### config.mk
export PLATFORM = sky130hd
export DESIGN_NAME = ai_min_select_flat
export DESIGN_NICKNAME = d
export VERILOG_FILES = /design/src/rtl/ai_min_select_if.sv /design/src/rtl/ai_min_select.sv /design/src/flat_wrapper.sv
export SDC_FILE = /design/constraint.sdc
export NUM_CORES = 1
export LEC_CHECK = 0
export ABC_CLOCK_PERIOD_IN_PS = 13400
export BUFFER_PORTS_ARGS = -buffer_cell sky130_fd_sc_hd__buf_2
export CAP_MARGIN = 5
export CORE_ASPECT_RATIO = 1.5
export CORE_UTILIZATION = 40
export CTS_CLUSTER_DIAMETER = 150
export DETAILED_ROUTE_END_ITERATION = 8
export PLACE_DENSITY = 0.62
export SLEW_MARGIN = 20
export SYNTH_ARGS = -nofsm -noshare
export SYNTH_HDL_FRONTEND = slang
export SYNTH_SLANG_ARGS = --single-unit
### constraint.sdc
create_clock -name clk -period 13.4 [get_ports clk]
set_input_delay 1.34 -clock clk [delete_from_list [all_inputs] [get_ports clk]]
set_output_delay 1.34 -clock clk [all_outputs]
set_load 0.01 [all_outputs]
### src/rtl/ai_min_select_if.sv
// Candidate/result bundle for ai_min_select.
// master drives candidates and frame_clr; slave returns the registered result.
interface ai_min_select_if;
    logic [31:0] data_in;
    logic        data_in_rdy;
    logic        frame_clr;
    logic [7:0]  result_label;
    logic [23:0] result_dist;
    logic [23:0] result_margin;
    logic        result_valid;
    logic        result_rdy;

    modport master (
        output data_in, data_in_rdy, frame_clr,
        input  result_label, result_dist, result_margin,
        input  result_valid, result_rdy
    );

    modport slave (
        input  data_in, data_in_rdy, frame_clr,
        output result_label, result_dist, result_margin,
        output result_valid, result_rdy
    );
endinterface

### src/rtl/ai_min_select.sv
// Min/second-min tracker over NUM_CLASSES candidates per frame.
// Ports: clk, rst (async active-low), bus (slave): candidates in, result out.
module ai_min_select #(
    parameter int NUM_CLASSES = 16
) (
    input logic           clk,
    input logic           rst,
    ai_min_select_if.slave bus
);
    localparam int CW = $clog2(NUM_CLASSES + 1);
    localparam logic [CW-1:0] LAST = CW'(NUM_CLASSES - 1);
    localparam logic [23:0] IDLE_D = 24'hFFFFFF;
    localparam logic [7:0]  IDLE_L = 8'hFF;

    logic [23:0]   best_d_q, best_d_d;
    logic [7:0]    best_l_q, best_l_d;
    logic [23:0]   sec_d_q, sec_d_d;
    logic [CW-1:0] cnt_q, cnt_d;

    logic [7:0]  lbl_q, lbl_d;
    logic [23:0] dist_q, dist_d;
    logic [23:0] mrg_q, mrg_d;
    logic        vld_q, vld_d;
    logic        rdy_q, rdy_d;

    logic [23:0]   bd_b, sd_b, nbd, nsd, cand_d;
    logic [7:0]    bl_b, nbl, cand_l;
    logic [CW-1:0] cnt_b;
    logic          last, win;

    assign cand_d = bus.data_in[23:0];
    assign cand_l = bus.data_in[31:24];

    always_comb begin
        // frame_clr restarts from idle, so a coincident candidate is #0
        bd_b  = bus.frame_clr ? IDLE_D : best_d_q;
        bl_b  = bus.frame_clr ? IDLE_L : best_l_q;
        sd_b  = bus.frame_clr ? IDLE_D : sec_d_q;
        cnt_b = bus.frame_clr ? '0 : cnt_q;

        nbd = bd_b;
        nbl = bl_b;
        nsd = sd_b;
        if (bus.data_in_rdy) begin
            if (cand_d < bd_b) begin
                nsd = bd_b;
                nbd = cand_d;
                nbl = cand_l;
            end else if (cand_d < sd_b) begin
                nsd = cand_d;
            end
        end

        last = bus.data_in_rdy && (cnt_b == LAST);
        win  = (nbd != IDLE_D);

        best_d_d = nbd;
        best_l_d = nbl;
        sec_d_d  = nsd;
        cnt_d    = bus.data_in_rdy ? cnt_b + CW'(1) : cnt_b;

        lbl_d  = lbl_q;
        dist_d = dist_q;
        mrg_d  = mrg_q;
        vld_d  = vld_q;
        rdy_d  = 1'b0;

        if (last) begin
            best_d_d = IDLE_D;
            best_l_d = IDLE_L;
            sec_d_d  = IDLE_D;
            cnt_d    = '0;
            rdy_d    = 1'b1;
            vld_d    = win;
            lbl_d    = win ? nbl : IDLE_L;
            dist_d   = nbd;
            // nsd >= nbd always holds, so no underflow
            mrg_d    = win ? (nsd - nbd) : 24'd0;
        end
    end

    always_ff @(posedge clk or negedge rst) begin
        if (!rst) begin
            best_d_q <= IDLE_D;
            best_l_q <= IDLE_L;
            sec_d_q  <= IDLE_D;
            cnt_q    <= '0;
            lbl_q    <= '0;
            dist_q   <= '0;
            mrg_q    <= '0;
            vld_q    <= 1'b0;
            rdy_q    <= 1'b0;
        end else begin
            best_d_q <= best_d_d;
            best_l_q <= best_l_d;
            sec_d_q  <= sec_d_d;
            cnt_q    <= cnt_d;
            lbl_q    <= lbl_d;
            dist_q   <= dist_d;
            mrg_q    <= mrg_d;
            vld_q    <= vld_d;
            rdy_q    <= rdy_d;
        end
    end

    assign bus.result_label  = lbl_q;
    assign bus.result_dist   = dist_q;
    assign bus.result_margin = mrg_q;
    assign bus.result_valid  = vld_q;
    assign bus.result_rdy    = rdy_q;
endmodule

### src/flat_wrapper.sv
// flat-port wrapper written by rule: the top's interface ports become plain ports
module ai_min_select_flat 
#(
    parameter int NUM_CLASSES = 16
)
  (clk, rst, bus_data_in, bus_data_in_rdy, bus_frame_clr, bus_result_label, bus_result_dist, bus_result_margin, bus_result_valid, bus_result_rdy);
  ai_min_select_if bus_i ();
  input logic clk;
  input logic rst;
  input wire logic [$bits(bus_i.data_in)-1:0] bus_data_in;
  input wire logic [$bits(bus_i.data_in_rdy)-1:0] bus_data_in_rdy;
  input wire logic [$bits(bus_i.frame_clr)-1:0] bus_frame_clr;
  output wire logic [$bits(bus_i.result_label)-1:0] bus_result_label;
  output wire logic [$bits(bus_i.result_dist)-1:0] bus_result_dist;
  output wire logic [$bits(bus_i.result_margin)-1:0] bus_result_margin;
  output wire logic [$bits(bus_i.result_valid)-1:0] bus_result_valid;
  output wire logic [$bits(bus_i.result_rdy)-1:0] bus_result_rdy;
  assign bus_i.data_in = bus_data_in;
  assign bus_i.data_in_rdy = bus_data_in_rdy;
  assign bus_i.frame_clr = bus_frame_clr;
  assign bus_result_label = bus_i.result_label;
  assign bus_result_dist = bus_i.result_dist;
  assign bus_result_margin = bus_i.result_margin;
  assign bus_result_valid = bus_i.result_valid;
  assign bus_result_rdy = bus_i.result_rdy;
  ai_min_select #(.NUM_CLASSES(NUM_CLASSES)) u_core (.clk(clk), .rst(rst), .bus(bus_i));
endmodule
==> impl_metrics.tcl, run 1 <==
set metrics [dict create \
    fp.dieArea_um2 18900 \
    cts-root-buf "sky130_fd_sc_hd__clkbuf_16" \
    setup_cp_type "in -> reg" \
    synth_top_cells_by_area "sky130_fd_sc_hd__dfrtp_1 (22%), sky130_fd_sc_hd__dfstp_2 (20%), sky130_fd_sc_hd__ha_1 (12%)" \
    timing.max_cap.violations 0 \
    cts.repair_timing.setup_buffer_count 0 \
    power.total_mw 1.19 \
    setup_repair_after_global_routing_missed_its_margin "no" \
    grt.total_usage_pct 22.5 \
    core_region_area_um2 17900 \
    first_global_vias 6166 \
    layout.nets 984 \
    tritoncts "built" \
    area_fraction_of_the_dominant_cell_type_after_synthesis_pct 21.5 \
    layout.area.seq_um2 3050 \
    total_cts_buffers 17 \
    chipHeight_um 168 \
    syn_avg_cell_area_um2 9.11 \
    synth_edf_count 0 \
    multi_input_comb_area_um2 4040 \
    ys_warn_count 0 \
    regToRegStartpoint "u_core.best_d_q[23]$_DFF_PN1_" \
    critical_path.reg2reg.endpoint "u_core.bus.result_margin[22]$_DFFE_PN0P_" \
    syn_nets 912 \
    setup.reg_to_reg.worst_slack_ps 7210 \
    antenna_left 0 \
    initial_utilization_pct 40.8 \
    power.density_nw_per_um2 138 \
    ir_worst_vdd_uv 84.1 \
    num_rows 60 \
    required_time_reported_for_the_critical_path_endpoint_ps 13710 \
    finalSetupTns_ps 0 \
    detailed_place_hpwl_um 15000 \
    synth_most_common_cell "sky130_fd_sc_hd__nand2_1" \
    cts_num_sinks 119 \
    final-instance-count-excl-fill 1106 \
    timing.final.setup_violations 0 \
    max_clock_freq_mhz 135 \
    synth_common_cells "sky130_fd_sc_hd__nand2_1 (118), sky130_fd_sc_hd__nor2_1 (75), sky130_fd_sc_hd__ha_1 (71)" \
    placement.io_buffers 93 \
    worst_max_slew_pin_slew_ps 976 \
    final_hold_viol_count 0 \
    path_depth_of_the_worst_reg2reg_path 19 \
    layout-area-overhead-vs-synth_pct 17.2 \
    vias_per_cell 5.76 \
    first_iter_violations 417 \
    synth_cells 804 \
    routed_wire_length_per_instance_um 18.7 \
    drt_pre_antenna_iters 7 \
    dp.cells 1074 \
    post-route-drc-count 0 \
    num_antenna_cells 0 \
    finalHoldWorstSlack_ps 471 \
    max_fo_critical_path 62 \
    synth_sequential_area_ratio_pct 41.6 \
    drt_wl_total_um 20700 \
    timing.critical_path.arrival_ps 7690 \
    timing.final.crit_share_pct 55.1 \
    worst_setup_path_end "u_core.bus.result_margin[22]$_DFFE_PN0P_" \
    count_of_hold_buffers_inserted_by_post_cts_repair 0 \
    global_route.overflow_total 0 \
    via_count 6366 \
    synthDominantAreaCellType "sky130_fd_sc_hd__dfrtp_1" \
    boundary_pins 94 \
    worstSkewPairLatency_ps 430 \
    initial_antenna_violation_count 0 \
    yosys_most_used_dff "sky130_fd_sc_hd__dfrtp_1" \
    fillerInstances 1698 \
    share_of_layout_cells_above_drive_strength_1_pct 22.6 \
    setup.worst_path.start "bus_frame_clr" \
    worst_clock_skew_ps 10.9 \
    min_period_ps 7380 \
    die_x_um 112 \
    cts-resized-gates 0 \
    static_power_due_to_leakage_nw 4.08 \
    timing.final.max_slew_violations 0 \
    clk_pin_slew_ps 60 \
    syn-cell-area_um2 7330 \
    worstHoldPathType "reg -> reg" \
    netlist-cell-type-count 73 \
    maximum_number_of_pins_on_one_net_before_global_route_repair 105 \
    clockBufferDepth 2 \
    h-tree-depth 4 \
    slew_headroom_pct 34.9 \
    place_congestion 0.890 \
    critPathCaptureType "flop" \
    wire_length_of_the_first_global_routing_pass_um 32800 \
    outcome "finished clean" \
    synth.ff_latch_count 119 \
    synth-async-reset-ratio_pct 100 \
    worst_setup_path_start_kind "input port" \
]
-- area by class of cell --
type,instances,share of cell area (%)
inverters,13,0.568
clock inverters,15,2.88
repair buffers,98,5.89
flip-flops and latches,119,35.5
multi-input cells,627,47.1
well taps,217,3.16
clock buffers,17,4.95
-- worst min path at each step --
stage	start	endpoint	slack (ps)	cells after the start
floorplan	u_core.bus.result_margin[12]$_DFFE_PN0P_	u_core.bus.result_margin[12]$_DFFE_PN0P_	510	2
global placement	u_core.bus.result_margin[7]$_DFFE_PN0P_	u_core.bus.result_margin[7]$_DFFE_PN0P_	460	2
detailed placement	u_core.bus.result_margin[14]$_DFFE_PN0P_	u_core.bus.result_margin[14]$_DFFE_PN0P_	460	2
CTS	u_core.bus.result_margin[14]$_DFFE_PN0P_	u_core.bus.result_margin[14]$_DFFE_PN0P_	470	2
global route	u_core.bus.result_margin[14]$_DFFE_PN0P_	u_core.bus.result_margin[14]$_DFFE_PN0P_	490	2
finish	u_core.bus.result_dist[20]$_DFFE_PN0P_	u_core.bus.result_dist[20]$_DFFE_PN0P_	470	2
-- sequential cells by signal, summed over array words and instances, names as in the netlist --
name                      count
u_core.bus.result_label       8
u_core.bus.result_dist       24
u_core.sec_d_q               24
u_core.bus.result_margin     24
u_core.bus.result_valid       1
u_core.best_l_q               8
u_core.best_d_q              24
u_core.cnt_q                  5
u_core.bus.result_rdy         1
-- per-stage QoR --
stage / instance area, um2 / setup slack [ps] / utilization, %
3_5_place_dp: 7920 / 5620 / 44.1
3_3_place_gp: 7920 / 5760 / 44.1
6_report: 8590 / 6020 / 47.9
5_1_grt: 8590 / 5420 / 47.9
4_1_cts: 8590 / 6050 / 47.9
2_1_floorplan: 7330 / 7190 / -
-- worst max-delay path, cell delays in order --
cell and delay (ps):
sky130_fd_sc_hd__buf_2 80, sky130_fd_sc_hd__buf_4 500, sky130_fd_sc_hd__nor2_1 300, sky130_fd_sc_hd__ha_1 390, sky130_fd_sc_hd__nand2_1 70, sky130_fd_sc_hd__nor3_1 330, sky130_fd_sc_hd__a221o_1 860, sky130_fd_sc_hd__nor3_2 150
sky130_fd_sc_hd__nand2_1 390, sky130_fd_sc_hd__buf_4 440, sky130_fd_sc_hd__o21ai_0 290, sky130_fd_sc_hd__ha_1 400, sky130_fd_sc_hd__nor2b_4 150, sky130_fd_sc_hd__o31a_1 280, sky130_fd_sc_hd__a41oi_1 320, sky130_fd_sc_hd__a21boi_1 180
sky130_fd_sc_hd__o311a_1 350, sky130_fd_sc_hd__o41ai_2 310, sky130_fd_sc_hd__o21ai_0 170, sky130_fd_sc_hd__xor2_1 160, sky130_fd_sc_hd__a22o_1 180
-- cell families after synthesis --
group                      Yosys count  share of synthesized area [%]
muxes                                2                          0.273
and+or+nand+nor                    297                           19.3
DFF                                119                           41.6
xor gates and xnor gates            21                           2.51
adders and majority gates           72                           12.4
AOI/OAI and AO/OA                  235                           20.6
buffers and inverters               58                           3.33
-- power by group --
group	internal (mW)	total, mW	leakage [nW]	switching (mW)
Clock	0.350	0.528	0.332	0.178
Combinational	0.0986	0.259	2.28	0.160
Sequential	0.393	0.401	1.47	0.00839
Total	0.842	1.19	4.08	0.347
-- metal layers --
| metal | vias to the layer above | global-route usage [%] | routed length (um) |
|---|---|---|---|
| met5 | - | 0 | 0 |
| met3 | 48 | 3.40 | 868 |
| met4 | 0 | 10.1 | 629 |
| li1 | 3073 | - | - |
| met2 | 203 | 37.2 | 10100 |
| met1 | 3042 | 28.9 | 9100 |
-- cells in the final DEF (no fill, tap or decap), types with 6 or more instances in the layout --
cell	n
sky130_fd_sc_hd__nand2_1	117
sky130_fd_sc_hd__buf_2	92
sky130_fd_sc_hd__nor2_1	75
sky130_fd_sc_hd__ha_1	71
sky130_fd_sc_hd__dfrtp_1	63
sky130_fd_sc_hd__o21ai_0	57
sky130_fd_sc_hd__dfstp_2	56
sky130_fd_sc_hd__a21oi_1	48
sky130_fd_sc_hd__nand2b_1	27
sky130_fd_sc_hd__o22ai_1	25
sky130_fd_sc_hd__nor4_1	24
sky130_fd_sc_hd__clkbuf_16	17
sky130_fd_sc_hd__o31ai_1	15
sky130_fd_sc_hd__nand4_1	14
sky130_fd_sc_hd__xnor2_1	14
sky130_fd_sc_hd__o21ai_1	12
sky130_fd_sc_hd__a31oi_1	12
sky130_fd_sc_hd__inv_1	11
sky130_fd_sc_hd__a21o_1	10
sky130_fd_sc_hd__or3_1	9
sky130_fd_sc_hd__o21a_1	8
sky130_fd_sc_hd__a22o_1	8
sky130_fd_sc_hd__xor2_1	7
sky130_fd_sc_hd__nor3_1	7
sky130_fd_sc_hd__bufinv_16	6
sky130_fd_sc_hd__buf_4	6
Note: power is estimated with default switching activity, not from simulation.
==> run 2: changes to the inputs <==
- ABC_AREA: not set -> 1
- ABC_CLOCK_PERIOD_IN_PS: 13400 -> 6100
- PLACE_DENSITY: 0.62 -> 0.64
- clock period: 13.4 -> 6.1 ns (I/O delays scaled with it)
==> run 2 against run 1 <==
Against the previous run: power is 110% higher; clock skew shrank 3.4 ps; register-to-register slack got worse by 6000 ps; clock power up 77%; critical path depth rose by 2; non-clock buffer count rose by 11; flip-flop and latch count unchanged; area after synthesis rose by 8.4%; sequential power grew 120%; sequential share of layout area decreased by 2.4 points; highest routed layer unchanged.
==> impl_metrics.tcl, run 2 <==
set metrics [dict create \
    netlist-cell-type-count 38 \
    synth.ff_latch_count 119 \
    count_of_hold_buffers_inserted_by_post_cts_repair 0 \
    cts-resized-gates 0 \
    place_congestion 0.912 \
    syn_nets 1167 \
    setup.worst_path.start "bus_frame_clr" \
    h-tree-depth 4 \
    power.density_nw_per_um2 268 \
    tritoncts "built" \
    max_fo_critical_path 59 \
    cts_num_sinks 119 \
    pre_cts_ws_ps 688 \
    share_of_layout_cells_above_drive_strength_1_pct 18.0 \
    critPathCaptureType "flop" \
    finalSetupTns_ps 0 \
    cts-root-buf "sky130_fd_sc_hd__clkbuf_16" \
    outcome "finished clean" \
    synthDominantAreaCellType "sky130_fd_sc_hd__dfrtp_1" \
    setup.reg_to_reg.worst_slack_ps 1210 \
    ir_worst_vdd_uv 187 \
    worst_setup_path_start_kind "input port" \
    timing.final.crit_share_pct 83.5 \
    detailed_place_hpwl_um 16600 \
    synth_edf_count 0 \
    placed_area_um2 8670 \
    final_hold_viol_count 0 \
    multi_input_comb_area_um2 4430 \
    postLayoutSetupSlackWorst_ps 1010 \
    num_rows 62 \
    synth_sequential_area_ratio_pct 38.4 \
    initial_antenna_violation_count 0 \
    layout-area-overhead-vs-synth_pct 16.2 \
    worst_setup_path_end "u_core.bus.result_margin[22]$_DFFE_PN0P_" \
    worst_clock_skew_ps 7.49 \
    timing.max_cap.violations 0 \
    yosys_most_used_dff "sky130_fd_sc_hd__dfrtp_1" \
    placement.io_buffers 93 \
    total_cts_buffers 17 \
    fillerInstances 1914 \
    static_power_due_to_leakage_nw 4.91 \
    path_depth_of_the_worst_reg2reg_path 21 \
    die_x_um 117 \
    first_iter_violations 369 \
    synth_common_cells "sky130_fd_sc_hd__nand2_1 (345), sky130_fd_sc_hd__nor2_1 (102), sky130_fd_sc_hd__o21ai_0 (89)" \
    chipHeight_um 175 \
    global_route.overflow_total 0 \
    layout.nets 1246 \
    fin_util_pct 47.7 \
    boundary_pins 94 \
    via_count 7237 \
    num_antenna_cells 0 \
    drt_wl_total_um 22800 \
    wire_length_of_the_first_global_routing_pass_um 36900 \
    worstHoldPathType "in -> async" \
    core_region_area_um2 19300 \
    initial_utilization_pct 41.1 \
    worstSkewPairLatency_ps 420 \
    critical_path.reg2reg.endpoint "u_core.bus.result_margin[22]$_DFFE_PN0P_" \
    vias_per_cell 5.14 \
    worst_max_slew_pin_slew_ps 936 \
    syn-cell-area_um2 7940 \
    setup_cp_type "in -> reg" \
    synth_most_common_cell "sky130_fd_sc_hd__nand2_1" \
    finalHoldWorstSlack_ps 307 \
    min_period_ps 5090 \
    clockBufferDepth 2 \
    grt.total_usage_pct 23.7 \
    timing.final.setup_violations 0 \
    syn_avg_cell_area_um2 7.50 \
    antenna_left 0 \
    timing.final.max_slew_violations 0 \
    synth-async-reset-ratio_pct 100 \
    cts.repair_timing.setup_buffer_count 0 \
    slew_headroom_pct 37.6 \
    clk_pin_slew_ps 60 \
    mostFrequentLayoutCell "sky130_fd_sc_hd__nand2_1" \
    ys_warn_count 0 \
    routed_wire_length_per_instance_um 16.2 \
    required_time_reported_for_the_critical_path_endpoint_ps 6400 \
    maximum_number_of_pins_on_one_net_before_global_route_repair 73 \
    area_fraction_of_the_dominant_cell_type_after_synthesis_pct 19.9 \
    setup_repair_after_global_routing_missed_its_margin "no" \
    drt_pre_antenna_iters 5 \
    first_global_vias 7106 \
    synth_top_cells_by_area "sky130_fd_sc_hd__dfrtp_1 (20%), sky130_fd_sc_hd__dfstp_2 (19%), sky130_fd_sc_hd__nand2_1 (16%)" \
    fin_area_um2 9220 \
    regToRegStartpoint "u_core.best_d_q[15]$_DFF_PN1_" \
    fp.dieArea_um2 20400 \
    synth_cells 1059 \
    post-route-drc-count 0 \
    most-common-layout-cells "sky130_fd_sc_hd__nand2_1 (344), sky130_fd_sc_hd__nor2_1 (102), sky130_fd_sc_hd__buf_2 (92)" \
    layout.area.seq_um2 3050 \
    timing.critical_path.arrival_ps 5400 \
    max_clock_freq_mhz 196 \
]
## run 2: cell count changes after synthesis, moves of 15 or more
cell,delta
sky130_fd_sc_hd__inv_1,+58
sky130_fd_sc_hd__mux2i_1,+15
sky130_fd_sc_hd__nand2_1,+227
sky130_fd_sc_hd__nand2b_1,-27
sky130_fd_sc_hd__nand3_1,+23
sky130_fd_sc_hd__nor2_1,+27
sky130_fd_sc_hd__nor4_1,-21
sky130_fd_sc_hd__o21ai_0,+32
sky130_fd_sc_hd__o22ai_1,-21
sky130_fd_sc_hd__o31ai_1,-15
## run 2: how the worst min path moves through the flow
stage	from	depth (start not counted)	end	slack (ps)
global placement	u_core.bus.result_label[4]$_DFFE_PN0P_	2	u_core.bus.result_label[4]$_DFFE_PN0P_	460
floorplan	rst	0	u_core.bus.result_dist[0]$_DFFE_PN0P_	310
detailed placement	u_core.bus.result_label[1]$_DFFE_PN0P_	2	u_core.bus.result_label[1]$_DFFE_PN0P_	460
CTS	rst	1	u_core.bus.result_dist[23]$_DFFE_PN0P_	340
finish	rst	1	u_core.bus.result_dist[23]$_DFFE_PN0P_	310
global route	rst	1	u_core.bus.result_dist[23]$_DFFE_PN0P_	380
## run 2: kinds of logic (layout without fill, tap and decap cells)
logic type	after synthesis	count (layout)	synth area share [%]
adders and majority gates	72	72	11.4
DFF	119	119	38.4
buffers and inverters	121	213	5.86
xor gates and xnor gates	20	20	2.21
muxes	17	17	2.14
AOI/OAI and AO/OA	170	170	11.6
and+or+nand+nor	540	540	28.3
## run 2: critical path, cell delays in order
cell and delay (ps):
sky130_fd_sc_hd__buf_2 110, sky130_fd_sc_hd__buf_12 190, sky130_fd_sc_hd__nor2_1 270, sky130_fd_sc_hd__ha_1 300, sky130_fd_sc_hd__a21oi_1 190, sky130_fd_sc_hd__o21a_1 150
sky130_fd_sc_hd__nand2_1 70, sky130_fd_sc_hd__a21oi_2 180, sky130_fd_sc_hd__nand2_1 240, sky130_fd_sc_hd__inv_1 280, sky130_fd_sc_hd__buf_4 360, sky130_fd_sc_hd__o21ai_0 150
sky130_fd_sc_hd__mux2i_1 320, sky130_fd_sc_hd__ha_1 370, sky130_fd_sc_hd__nand2_1 180, sky130_fd_sc_hd__o21ai_0 240, sky130_fd_sc_hd__a221oi_1 360, sky130_fd_sc_hd__nand3_1 180
sky130_fd_sc_hd__nand3_1 100, sky130_fd_sc_hd__nand2_1 70, sky130_fd_sc_hd__xor2_1 200, sky130_fd_sc_hd__nand3b_1 140, sky130_fd_sc_hd__nand2_1 70
## run 2: per-stage QoR
stage | power (mW) | std cells
3_5_place_dp | 1.53 | 1375
2_1_floorplan | 1.34 | 1059
5_1_grt | 2.61 | 1407
3_3_place_gp | 1.53 | 1375
4_1_cts | 2.48 | 1407
6_report | 2.47 | 1407
## run 2: power breakdown
part	internal (mW)	switching [mW]
Sequential	0.861	0.0117
Clock	0.573	0.364
Combinational	0.235	0.424
## run 2: routing by layer
metal | up-vias | track usage [%] | share of wire (%)
met3 | 49 | 3.52 | 4.0
li1 | 3624 | - | -
met2 | 184 | 38.8 | 49
met4 | 0 | 9.70 | 2.9
met5 | - | 0 | 0
met1 | 3380 | 30.9 | 44
## run 2: layout make-up
cell class,count,share of cell area (%)
Clock inverter,7,0.475
Clock buffer,25,5.49
Inverter,72,2.93
Multi-Input combinational cell,819,48.1
Sequential cell,119,33.0
Timing Repair Buffer,109,6.51
Tap cell,256,3.47
